$ cat src/rtl/bpi_defs.sv
// Shared BPI arbiter definitions: op codes, flash command constants, requester indices, FSM states.
package bpi_defs;

    localparam int ADDR_W = 23;
    localparam int DATA_W = 16;
    localparam int OP_W   = 2;
    localparam int N_REQ  = 3;

    localparam logic [1:0] OP_READ    = 2'd0;
    localparam logic [1:0] OP_PROGRAM = 2'd1;
    localparam logic [1:0] OP_ERASE   = 2'd2;
    localparam logic [1:0] OP_CMD     = 2'd3;

    localparam logic [15:0] READ_ARRAY_CMD = 16'h00FF;

    localparam logic [1:0] RQ_AL     = 2'd0;
    localparam logic [1:0] RQ_USR    = 2'd1;
    localparam logic [1:0] RQ_PSTORE = 2'd2;
    localparam logic [1:0] RQ_NONE   = 2'd3;

    typedef enum logic [2:0] {
        ST_IDLE      = 3'd0,
        ST_GRANT     = 3'd1,
        ST_ISSUE     = 3'd2,
        ST_WAIT_RISE = 3'd3,
        ST_WAIT_FALL = 3'd4,
        ST_RELEASE   = 3'd5
    } arb_state_e;

    function automatic logic [2:0] rq_onehot(input logic [1:0] idx);
        logic [2:0] oh;
        oh = 3'b000;
        case (idx)
            RQ_AL:     oh = 3'b001;
            RQ_USR:    oh = 3'b010;
            RQ_PSTORE: oh = 3'b100;
            default:   oh = 3'b000;
        endcase
        return oh;
    endfunction

endpackage

$ cat src/rtl/bpi_arb_pick.sv
// Winner select: requester 0 has strict priority, requesters 1 and 2 alternate starting from rr_ptr.
module bpi_arb_pick
    import bpi_defs::*;
(
    input  logic [2:0] req,
    input  logic [1:0] rr_ptr,
    output logic       valid,
    output logic [1:0] winner
);

    always_comb begin
        valid  = |req;
        winner = RQ_NONE;
        if (req[0]) begin
            winner = RQ_AL;
        end else if (rr_ptr == RQ_PSTORE) begin
            if (req[2])      winner = RQ_PSTORE;
            else if (req[1]) winner = RQ_USR;
        end else begin
            if (req[1])      winner = RQ_USR;
            else if (req[2]) winner = RQ_PSTORE;
        end
    end

endmodule

$ cat src/rtl/bpi_op_arbiter.sv
// Three-way owner arbiter for the single BPI flash command port; grants whole bursts, one op in flight.
// Optional BUSY watchdog enabled by defining BPI_ARB_WDOG_EN.
module bpi_op_arbiter
    import bpi_defs::*;
#(
    parameter logic [3:0]  BUSY_WAIT  = 4'd8,
    parameter logic [15:0] IDLE_MAX   = 16'd1024,
    parameter logic [23:0] WDOG_LIMIT = 24'd5_000_000
) (
    input  logic        CLK,
    input  logic        RST_N,
    input  logic [2:0]  REQ,
    input  logic [2:0]  REQ_EXEC,
    input  logic [68:0] REQ_ADDR,
    input  logic [47:0] REQ_DATA,
    input  logic [5:0]  REQ_OP,
    output logic [2:0]  GNT,
    output logic [2:0]  OP_DONE,
    output logic [22:0] BPI_ADDR,
    output logic [15:0] BPI_CMD_DATA,
    output logic [1:0]  BPI_OP,
    output logic        BPI_EXECUTE,
    input  logic        BPI_BUSY,
    output logic [1:0]  ARB_OWNER,
    output logic        ARB_ABORT,
    output logic [2:0]  ARB_STATUS,
    output logic [2:0]  DBG_STATE
);

    arb_state_e  state_q, state_d;
    logic [2:0]  gnt_q, gnt_d;
    logic [1:0]  owner_q, owner_d;
    logic [1:0]  rr_ptr_q, rr_ptr_d;
    logic [2:0]  op_done_q, op_done_d;
    logic        exec_q, exec_d;
    logic [22:0] addr_q, addr_d;
    logic [15:0] data_q, data_d;
    logic [1:0]  op_q, op_d;
    logic [15:0] idle_cnt_q, idle_cnt_d;
    logic [3:0]  rise_cnt_q, rise_cnt_d;
    logic [2:0]  status_q, status_d;
`ifdef BPI_ARB_WDOG_EN
    logic [23:0] wdog_cnt_q, wdog_cnt_d;
    logic        abort_q, abort_d;
`endif

    logic        pick_valid;
    logic [1:0]  pick_winner;
    logic [2:0]  own_mask;
    logic [2:0]  accept_mask;
    logic        owner_req;
    logic        owner_exec;
    logic        ignored_exec;
    logic [22:0] sel_addr;
    logic [15:0] sel_data;
    logic [1:0]  sel_op;

    bpi_arb_pick u_pick (
        .req    (REQ),
        .rr_ptr (rr_ptr_q),
        .valid  (pick_valid),
        .winner (pick_winner)
    );

    always_comb begin
        sel_addr = REQ_ADDR[22:0];
        sel_data = REQ_DATA[15:0];
        sel_op   = REQ_OP[1:0];
        case (owner_q)
            RQ_USR: begin
                sel_addr = REQ_ADDR[45:23];
                sel_data = REQ_DATA[31:16];
                sel_op   = REQ_OP[3:2];
            end
            RQ_PSTORE: begin
                sel_addr = REQ_ADDR[68:46];
                sel_data = REQ_DATA[47:32];
                sel_op   = REQ_OP[5:4];
            end
            default: ;
        endcase
    end

    // Only the owner's strobe in GRANT is accepted; every other strobe bit is flagged.
    assign own_mask     = rq_onehot(owner_q);
    assign accept_mask  = (state_q == ST_GRANT) ? own_mask : 3'b000;
    assign owner_req    = |(REQ & own_mask);
    assign owner_exec   = |(REQ_EXEC & accept_mask);
    assign ignored_exec = |(REQ_EXEC & ~accept_mask);

    always_comb begin
        state_d    = state_q;
        gnt_d      = gnt_q;
        owner_d    = owner_q;
        rr_ptr_d   = rr_ptr_q;
        op_done_d  = 3'b000;
        exec_d     = 1'b0;
        addr_d     = addr_q;
        data_d     = data_q;
        op_d       = op_q;
        idle_cnt_d = idle_cnt_q;
        rise_cnt_d = rise_cnt_q;
        status_d   = status_q | {2'b00, ignored_exec};
`ifdef BPI_ARB_WDOG_EN
        wdog_cnt_d = wdog_cnt_q;
        abort_d    = 1'b0;
`endif

        case (state_q)
            ST_IDLE: begin
                if (pick_valid) begin
                    state_d    = ST_GRANT;
                    gnt_d      = rq_onehot(pick_winner);
                    owner_d    = pick_winner;
                    idle_cnt_d = 16'd0;
                    if (pick_winner == RQ_USR)    rr_ptr_d = RQ_PSTORE;
                    if (pick_winner == RQ_PSTORE) rr_ptr_d = RQ_USR;
                end
            end
            ST_GRANT: begin
                // An accepted strobe beats a simultaneous REQ drop; release follows that op.
                if (owner_exec) begin
                    state_d    = ST_ISSUE;
                    exec_d     = 1'b1;
                    addr_d     = sel_addr;
                    data_d     = sel_data;
                    op_d       = sel_op;
                    idle_cnt_d = 16'd0;
                end else if (!owner_req) begin
                    state_d = ST_RELEASE;
                    gnt_d   = 3'b000;
                    owner_d = RQ_NONE;
                end else if (idle_cnt_q == IDLE_MAX - 16'd1) begin
                    state_d     = ST_RELEASE;
                    gnt_d       = 3'b000;
                    owner_d     = RQ_NONE;
                    status_d[1] = 1'b1;
                end else begin
                    idle_cnt_d = idle_cnt_q + 16'd1;
                end
            end
            ST_ISSUE: begin
                state_d    = ST_WAIT_RISE;
                rise_cnt_d = 4'd0;
            end
            ST_WAIT_RISE: begin
                if (BPI_BUSY) begin
                    state_d = ST_WAIT_FALL;
`ifdef BPI_ARB_WDOG_EN
                    wdog_cnt_d = 24'd0;
`endif
                end else if (rise_cnt_q == BUSY_WAIT - 4'd1) begin
                    op_done_d = own_mask;
                    if (owner_req) begin
                        state_d = ST_GRANT;
                    end else begin
                        state_d = ST_RELEASE;
                        gnt_d   = 3'b000;
                        owner_d = RQ_NONE;
                    end
                end else begin
                    rise_cnt_d = rise_cnt_q + 4'd1;
                end
            end
            ST_WAIT_FALL: begin
                if (!BPI_BUSY) begin
                    op_done_d = own_mask;
                    if (owner_req) begin
                        state_d = ST_GRANT;
                    end else begin
                        state_d = ST_RELEASE;
                        gnt_d   = 3'b000;
                        owner_d = RQ_NONE;
                    end
                end
`ifdef BPI_ARB_WDOG_EN
                else if (wdog_cnt_q == WDOG_LIMIT - 24'd1) begin
                    abort_d     = 1'b1;
                    status_d[2] = 1'b1;
                    state_d     = ST_RELEASE;
                    gnt_d       = 3'b000;
                    owner_d     = RQ_NONE;
                end else begin
                    wdog_cnt_d = wdog_cnt_q + 24'd1;
                end
`endif
            end
            ST_RELEASE: begin
                state_d = ST_IDLE;
            end
            default: begin
                state_d = ST_IDLE;
                gnt_d   = 3'b000;
                owner_d = RQ_NONE;
            end
        endcase
    end

    always_ff @(posedge CLK or negedge RST_N) begin
        if (!RST_N) begin
            state_q    <= ST_IDLE;
            gnt_q      <= 3'b000;
            owner_q    <= RQ_NONE;
            rr_ptr_q   <= RQ_USR;
            op_done_q  <= 3'b000;
            exec_q     <= 1'b0;
            addr_q     <= 23'd0;
            data_q     <= 16'd0;
            op_q       <= 2'd0;
            idle_cnt_q <= 16'd0;
            rise_cnt_q <= 4'd0;
            status_q   <= 3'b000;
`ifdef BPI_ARB_WDOG_EN
            wdog_cnt_q <= 24'd0;
            abort_q    <= 1'b0;
`endif
        end else begin
            state_q    <= state_d;
            gnt_q      <= gnt_d;
            owner_q    <= owner_d;
            rr_ptr_q   <= rr_ptr_d;
            op_done_q  <= op_done_d;
            exec_q     <= exec_d;
            addr_q     <= addr_d;
            data_q     <= data_d;
            op_q       <= op_d;
            idle_cnt_q <= idle_cnt_d;
            rise_cnt_q <= rise_cnt_d;
            status_q   <= status_d;
`ifdef BPI_ARB_WDOG_EN
            wdog_cnt_q <= wdog_cnt_d;
            abort_q    <= abort_d;
`endif
        end
    end

    assign GNT          = gnt_q;
    assign OP_DONE      = op_done_q;
    assign BPI_ADDR     = addr_q;
    assign BPI_CMD_DATA = data_q;
    assign BPI_OP       = op_q;
    assign BPI_EXECUTE  = exec_q;
    assign ARB_OWNER    = owner_q;
    assign ARB_STATUS   = status_q;
    assign DBG_STATE    = state_q;
`ifdef BPI_ARB_WDOG_EN
    assign ARB_ABORT    = abort_q;
`else
    assign ARB_ABORT    = 1'b0;
`endif

endmodule

$ cat config.mk
export PLATFORM = sky130hd
export DESIGN_NAME = bpi_op_arbiter
export DESIGN_NICKNAME = d
export VERILOG_FILES = /design/src/rtl/bpi_defs.sv /design/src/rtl/bpi_arb_pick.sv /design/src/rtl/bpi_op_arbiter.sv
export SDC_FILE = /design/constraint.sdc
export NUM_CORES = 1
export LEC_CHECK = 0
export BUFFER_PORTS_ARGS = -buffer_cell sky130_fd_sc_hd__buf_2
export CORE_ASPECT_RATIO = 0.5
export CORE_MARGIN = 2
export CORE_UTILIZATION = 50
export DETAILED_ROUTE_END_ITERATION = 8
export PLACE_DENSITY = 0.84
export SLEW_MARGIN = 20
export SYNTH_ARGS = -nofsm -noshare
export SYNTH_HDL_FRONTEND = slang
export SYNTH_SLANG_ARGS = --single-unit
$ cat constraint.sdc
create_clock -name CLK -period 7.54 [get_ports CLK]
set_clock_uncertainty 0.15 [all_clocks]
set_input_delay 0.377 -clock CLK [delete_from_list [all_inputs] [get_ports CLK]]
set_output_delay 0.377 -clock CLK [all_outputs]
set_load 0.02 [all_outputs]
## Word-level counts from Yosys, hierarchy flattened

Cells that the tools add are included.

| operators by class | value |
|---|---|
| add/subtract/negate cells | 2 |
| eq/ne operators | 23 |
| multiplexer cells | 59 |
| bitwise gates (word level) | 6 |
| reductions and logical operators | 17 |

Operators by type and width:

| cell | number |
|---|---|
| 16-bit two-way mux | 4 |
| 16-bit one-hot mux with 2 select lines | 2 |
| 3-bit two-way mux | 20 |
| 23-bit one-hot mux with 2 select lines | 1 |
| 2-bit two-way mux | 15 |
| 3-bit one-hot mux with 5 select lines | 2 |
| 3-bit one-hot mux with 3 select lines | 2 |
| 16-bit by 1-bit adder with 16-bit output (second input constant) | 1 |
| 16-bit by 10-bit == test with 1-bit output (second input constant) | 1 |
| 2-bit != test (second input constant) | 6 |
| 3-bit OR reduction | 4 |
| 2-bit one-hot mux with 5 select lines | 1 |
| 3-bit bitwise AND | 3 |
| 3-bit != test (second input constant) | 3 |
| 4-bit two-way mux | 2 |
| 4-bit one-hot mux with 2 select lines | 1 |
| 4-bit AND reduction | 2 |
| 1-bit two-way mux | 7 |
| 7-bit AND reduction | 1 |
| 2-bit == test (second input constant) | 3 |
| 3-bit by 2-bit == test with 1-bit output (second input constant) | 2 |
| 3-bit == test (second input constant) | 2 |
| 3-bit one-hot mux with 2 select lines | 1 |
| 3-bit AND reduction | 2 |
| 15 further kinds | 19 |

| storage, ports and cells | value |
|---|---|
| register bits | 78 |
| input bits | 132 |

## Depth between registers and ports, before layout

| logic depth | value |
|---|---|
| word-level depth | 11 |
| gate-level depth with buffers | 9 |
| depth with buffers taken out | 7 |

## Cells and area by module

From an unflattened synthesis, not the netlist that was laid out.

| unflattened totals | value |
|---|---|
| cell total of the unflattened synthesis | 505 |
| area, all modules | 4294.1 um2 |

Modules (own cells, without submodules):

| module | times used | cells each | area an instance (um2) | sequential area each (um2) |
|---|---|---|---|---|
| bpi_op_arbiter | 1 | 499 | 4256.6 | 1930.6 |
| bpi_arb_pick | 1 | 6 | 37.5 | 0.0 |

## Worst setup path after synthesis

OpenSTA, ideal clock, no wires.

| path | value |
|---|---|
| path type | register to register |
| start point | register owner_q[0], in the netlist ARB_OWNER[0] |
| end point | register gnt_q[0], in the netlist GNT[0] |
| library setup time | 0.079 ns |
| arrival time | 2.307 ns |
| data required time | 7.311 ns |
| setup slack | 5.004 ns |
| cell stages (with the launch flop) | 9 |
| clock period less this slack | 2.536 ns |
| path through | dfstp_2 > inv_1 > ha_1 > buf_6 > a222oi_1 > a21oi_1 > o31ai_1 > o21a_2 > mux2i_1 |

| between the ends | value |
|---|---|
| longest elaborated chain between the ends | 8 |
| elaborated cells between the ends (all ways) | 19 |
| those cells by class | eq/ne: 4; mux: 9; bitwise: 2; reduce/logical: 4 |

Ends and longest elaborated chain:

| what | line | text |
|---|---|---|
| start, declared | bpi_op_arbiter.sv:32 | `logic [1:0] owner_q, owner_d;` |
| start signal, assigned | bpi_op_arbiter.sv:220 | `owner_q <= owner_d;` |
| 2-bit == test, or another cell as far along | bpi_defs.sv:33 | `case (idx)` |
| 3-bit one-hot mux with 3 select lines (*) | bpi_defs.sv:33 |  |
| 3-bit bitwise AND | bpi_op_arbiter.sv:87 | `assign owner_req = \|(REQ & own_mask);` |
| 3-bit OR reduction | bpi_op_arbiter.sv:87 |  |
| 3-bit two-way mux (3 in series) | n/a |  |
| 3-bit one-hot mux with 5 select lines | bpi_op_arbiter.sv:109 | `case (state_q)` |
| end signal, assigned | bpi_op_arbiter.sv:219 | `gnt_q <= gnt_d;` |
| end, declared | bpi_op_arbiter.sv:31 | `logic [2:0] gnt_q, gnt_d;` |

Every way passes the cells marked *; elsewhere a longest branch is shown, timed or not. The select of a mux whose other input is x is not followed.
A chain may end at the register's enable or synchronous reset.

## Worst setup path after layout

| path | value |
|---|---|
| start point | register owner_q[1], in the netlist ARB_OWNER[1] |
| end point | register idle_cnt_q[12] |

| between the ends | value |
|---|---|
| longest elaborated chain between the ends | 7 |
| elaborated cells between the ends (all ways) | 14 |
| those cells by class | eq/ne: 4; mux: 4; bitwise: 2; reduce/logical: 4 |

Ends and longest elaborated chain:

| what | line | text |
|---|---|---|
| 2-bit == test, or another cell as far along | bpi_defs.sv:33 |  |
| 3-bit one-hot mux with 3 select lines (*) | bpi_defs.sv:33 |  |
| 3-bit two-way mux | bpi_op_arbiter.sv:86 | `assign accept_mask = (state_q == ST_GRANT) ? own_mask : 3'b000;` |
| 3-bit bitwise AND | bpi_op_arbiter.sv:88 | `assign owner_exec = \|(REQ_EXEC & accept_mask);` |
| 3-bit OR reduction | bpi_op_arbiter.sv:88 |  |
| 3-bit != test (no source line) or 16-bit two-way mux (tied branches) | n/a |  |
| 4-bit AND reduction (no source line) or 16-bit one-hot mux with 2 select lines (tied branches) | n/a |  |
| end signal, assigned | bpi_op_arbiter.sv:227 | `idle_cnt_q <= idle_cnt_d;` |
| end, declared | bpi_op_arbiter.sv:39 | `logic [15:0] idle_cnt_q, idle_cnt_d;` |

Every way passes the cells marked *; elsewhere a longest branch is shown, timed or not.

==> out/metrics.cfg <==
[cts]
post_cts_buffers = 0
cts_htree_levels = 3
clk_latency_ns = 0.33
cts_tree = done
cts_inserted_buffers = 9
cts.reportedPaths.clkPinSlew_ns = 0.06
clock_path_buffers = 2
cts-root-buf = clkbuf_16
clock-sinks = 77
cts_resized = 0
hold_buffers = 0

[finish]
antenna_cells = 0
finalNonFillerCells = 779
finalInstanceArea_um2 = 5550
drive_gt1_share_pct = 31.9
syn_to_final_growth_pct = 28.2
nNetsFinal = 805
final_util_pct = 67.6

[yosys]
yosysTopAreaCellShare_pct = 42.8
synthAdderAreaFrac_pct = 2.60
async_reset_ff_share_pct = 100
synthSimpleGateAreaFrac_pct = 18.9
avgSynthCellArea_um2 = 8.62
synth_area_leaders = dfrtp_1, nand2_1, o21ai_0
synth_cells = 502
synth.largest_area_cell = dfrtp_1
synth-compound-area-share_pct = 26.8
synth-seq-cells = 77
synth_area_um2 = 4330
ys_types = 53
synthXorXnorAreaFrac_pct = 0
synth_top_family_by_area = compound AO/OA/AOI/OAI gates
synth_edf_count = 0
synthMuxAreaShare_pct = 1.68
synth_flop_cell = dfrtp_1
yosysWarnings = 0
yosysSeqAreaShare_pct = 44.6

[die]
start_util_pct = 52.7
pin_count = 189
die_w_um = 136
die-area_um2 = 9460
fp.dieH_um = 69.8
row_count = 23
coreArea_um2 = 8200

[routing]
drt-initial-drc-count = 170
totalWireLength_mm = 11.3
ant_nets = 0
via_per_inst = 5.48
wl_per_cell_um = 14.5
drt_pre_antenna_iters = 5
num_vias = 4268
drc_errors = 0

[timing]
tightest_slew_ns = 1.02
rsz0062_at_grt = no
maxSlewViolCount = 0
finalSetupViolations = 0
layout_min_cycle_time_ns = 3.22
fin_crit_sh_pct = 42.7
max_slew_margin_pct = 31.6
finalHoldViolations = 0
tns_ns = 0
clock.fmax_mhz = 311

[power_and_ir_drop]
p_comb_share_pct = 50.9
p_sw_share_pct = 44.7
p_leak_nw = 2.74
peakVddDrop_uv = 202
pwr-share-seq_pct = 30.2
netSwitchingPower_mw = 0.978
power.internal_mw = 1.21
clkPwrFrac_pct = 18.9
p_per_area_nw_per_um2 = 394

[place]
dpl.hpwl_mm = 8.09
portBuffers = 186
place_inst = 765
place_area_um2 = 5250
place_congestion = 0.835

[global_routing]
grt_pass1_vias = 3929
grt_pass1_wl_mm = 18.1
antenna_found_initial = 0
gr-usage-all-layers_pct = 23.7
grt_max_degree = 84
grt_overflow_total = 0

[setup_path]
crit_path_end_kind = flip-flop
r2r_start = ARB_OWNER[1]$_DFFE_PN1P_
setup.worst_path.class = reg2reg
start_kind = flip-flop
cp.required_ns = 7.60
cp-startpoint = ARB_OWNER[1]$_DFFE_PN1P_
crit_fanout = 23
arrival_ns = 3.28

[flow_run]
drv_cap = 0

[status]
status = finished clean

[hold_path]
min_path_type = in2async

## layer usage
metal,share of wire [%],vias to the layer above,global-route usage (%)
met5,0,-,0
met4,1.6,0,6.94
met3,5.9,19,6.43
met2,50,127,42.1
met1,43,1981,28.2
li1,-,2141,-
## area by class of cell
class / count / area [um2]
Tap cell: 112 / 140
Sequential cell: 77 / 1930
Timing Repair Buffer: 189 / 956
Inverter: 14 / 52.6
Clock inverter: 2 / 35.0
Clock buffer: 12 / 246
Fill cell: 671 / 2660
Multi-Input combinational cell: 373 / 2180
## final timing paths
path,endpoint,slack [ns],cells after the start
worst min register to register,ARB_STATUS[0]$_DFF_PN0_,0.32,2
min in group CLK,ARB_STATUS[0]$_DFF_PN0_,0.13,3
worst min-delay path,idle_cnt_q[8]$_DFFE_PN0P_,0.03,1
max in group asynchronous,BPI_OP[1]$_DFFE_PN0P_,6.59,1
worst max register to register,idle_cnt_q[12]$_DFFE_PN0P_,4.32,7
worst max-delay path,idle_cnt_q[12]$_DFFE_PN0P_,4.32,7
## cells in the mapped netlist (all sizes together) (5+ instances only)
master / count
buf: 18
nand4: 5
a22oi: 42
mux2i: 5
and2: 6
clkbuf: 21
ha: 9
dfrtp: 74
nand3: 15
a21oi: 8
nor3: 5
nand2: 110
o311ai: 5
o21ai: 89
o211ai: 5
o31ai: 7
nor2: 7
inv: 14
## cells in the final DEF, fill, tap and decap left out, types with 4 or more instances in the layout
cell / synthesis / layout
a21oi_1: 8 / 8
a22o_1: 4 / 4
a22oi_1: 42 / 42
a2bb2oi_1: 4 / 4
and2_1: 6 / 6
buf_2: 12 / 185
buf_4: 2 / 4
clkbuf_16: 0 / 9
dfrtp_1: 74 / 74
ha_1: 9 / 8
inv_1: 14 / 14
mux2i_1: 5 / 5
nand2_1: 110 / 110
nand3_1: 14 / 14
nand3b_1: 4 / 4
nand4_1: 4 / 4
nor2_1: 7 / 7
nor3_1: 5 / 5
o211ai_1: 5 / 5
o21ai_0: 76 / 76
o21ai_1: 13 / 13
o311ai_1: 5 / 5
o31ai_1: 7 / 7
or4_1: 4 / 4
## kinds of logic after synthesis
family | Yosys count
DFF | 77
other | 1
AOI/OAI and AO/OA | 182
muxes | 7
adders and majority gates | 9
buffers and inverters | 53
and+or+nand+nor | 173
## power by group through the flow
stage	sequential, mW	combinational, mW	clock (mW)
6_report	0.660	1.11	0.414
3_3_place_gp	0.658	1.08	0
3_5_place_dp	0.664	1.11	0
5_1_grt	0.680	1.25	0.442
2_1_floorplan	0.778	0.686	0
4_1_cts	0.659	1.11	0.422
## metrics by stage
step | worst slack, ns | power, mW | hold slack, ns
final | 4.32 | 2.19 | 0.0258
after global routing | 4.03 | 2.37 | 0.126
after CTS | 4.38 | 2.19 | 0.0820
after detailed placement | 4.37 | 1.77 | 0.306
after global placement | 4.47 | 1.74 | 0.307
after floorplan | 5.00 | 1.46 | -0.0686
## flip-flops by register name, indices dropped and copies added, names as in the netlist
register,cells
OP_DONE,3
ARB_STATUS,2
rise_cnt_q,4
BPI_CMD_DATA,16
BPI_ADDR,23
ARB_OWNER,2
GNT,3
BPI_OP,2
DBG_STATE,3
rr_ptr_q,2
idle_cnt_q,16
BPI_EXECUTE,1
## worst max-delay path: stages, from the launching register on
cell and delay, ns:
dfstp_2 0.55, inv_1 0.09, ha_1 0.47, a222oi_1 0.70, nand2_1 0.48, nand2_1 0.41, o311ai_1 0.15, o41ai_1 0.09
No activity file was read; power rests on OpenSTA's default activity.
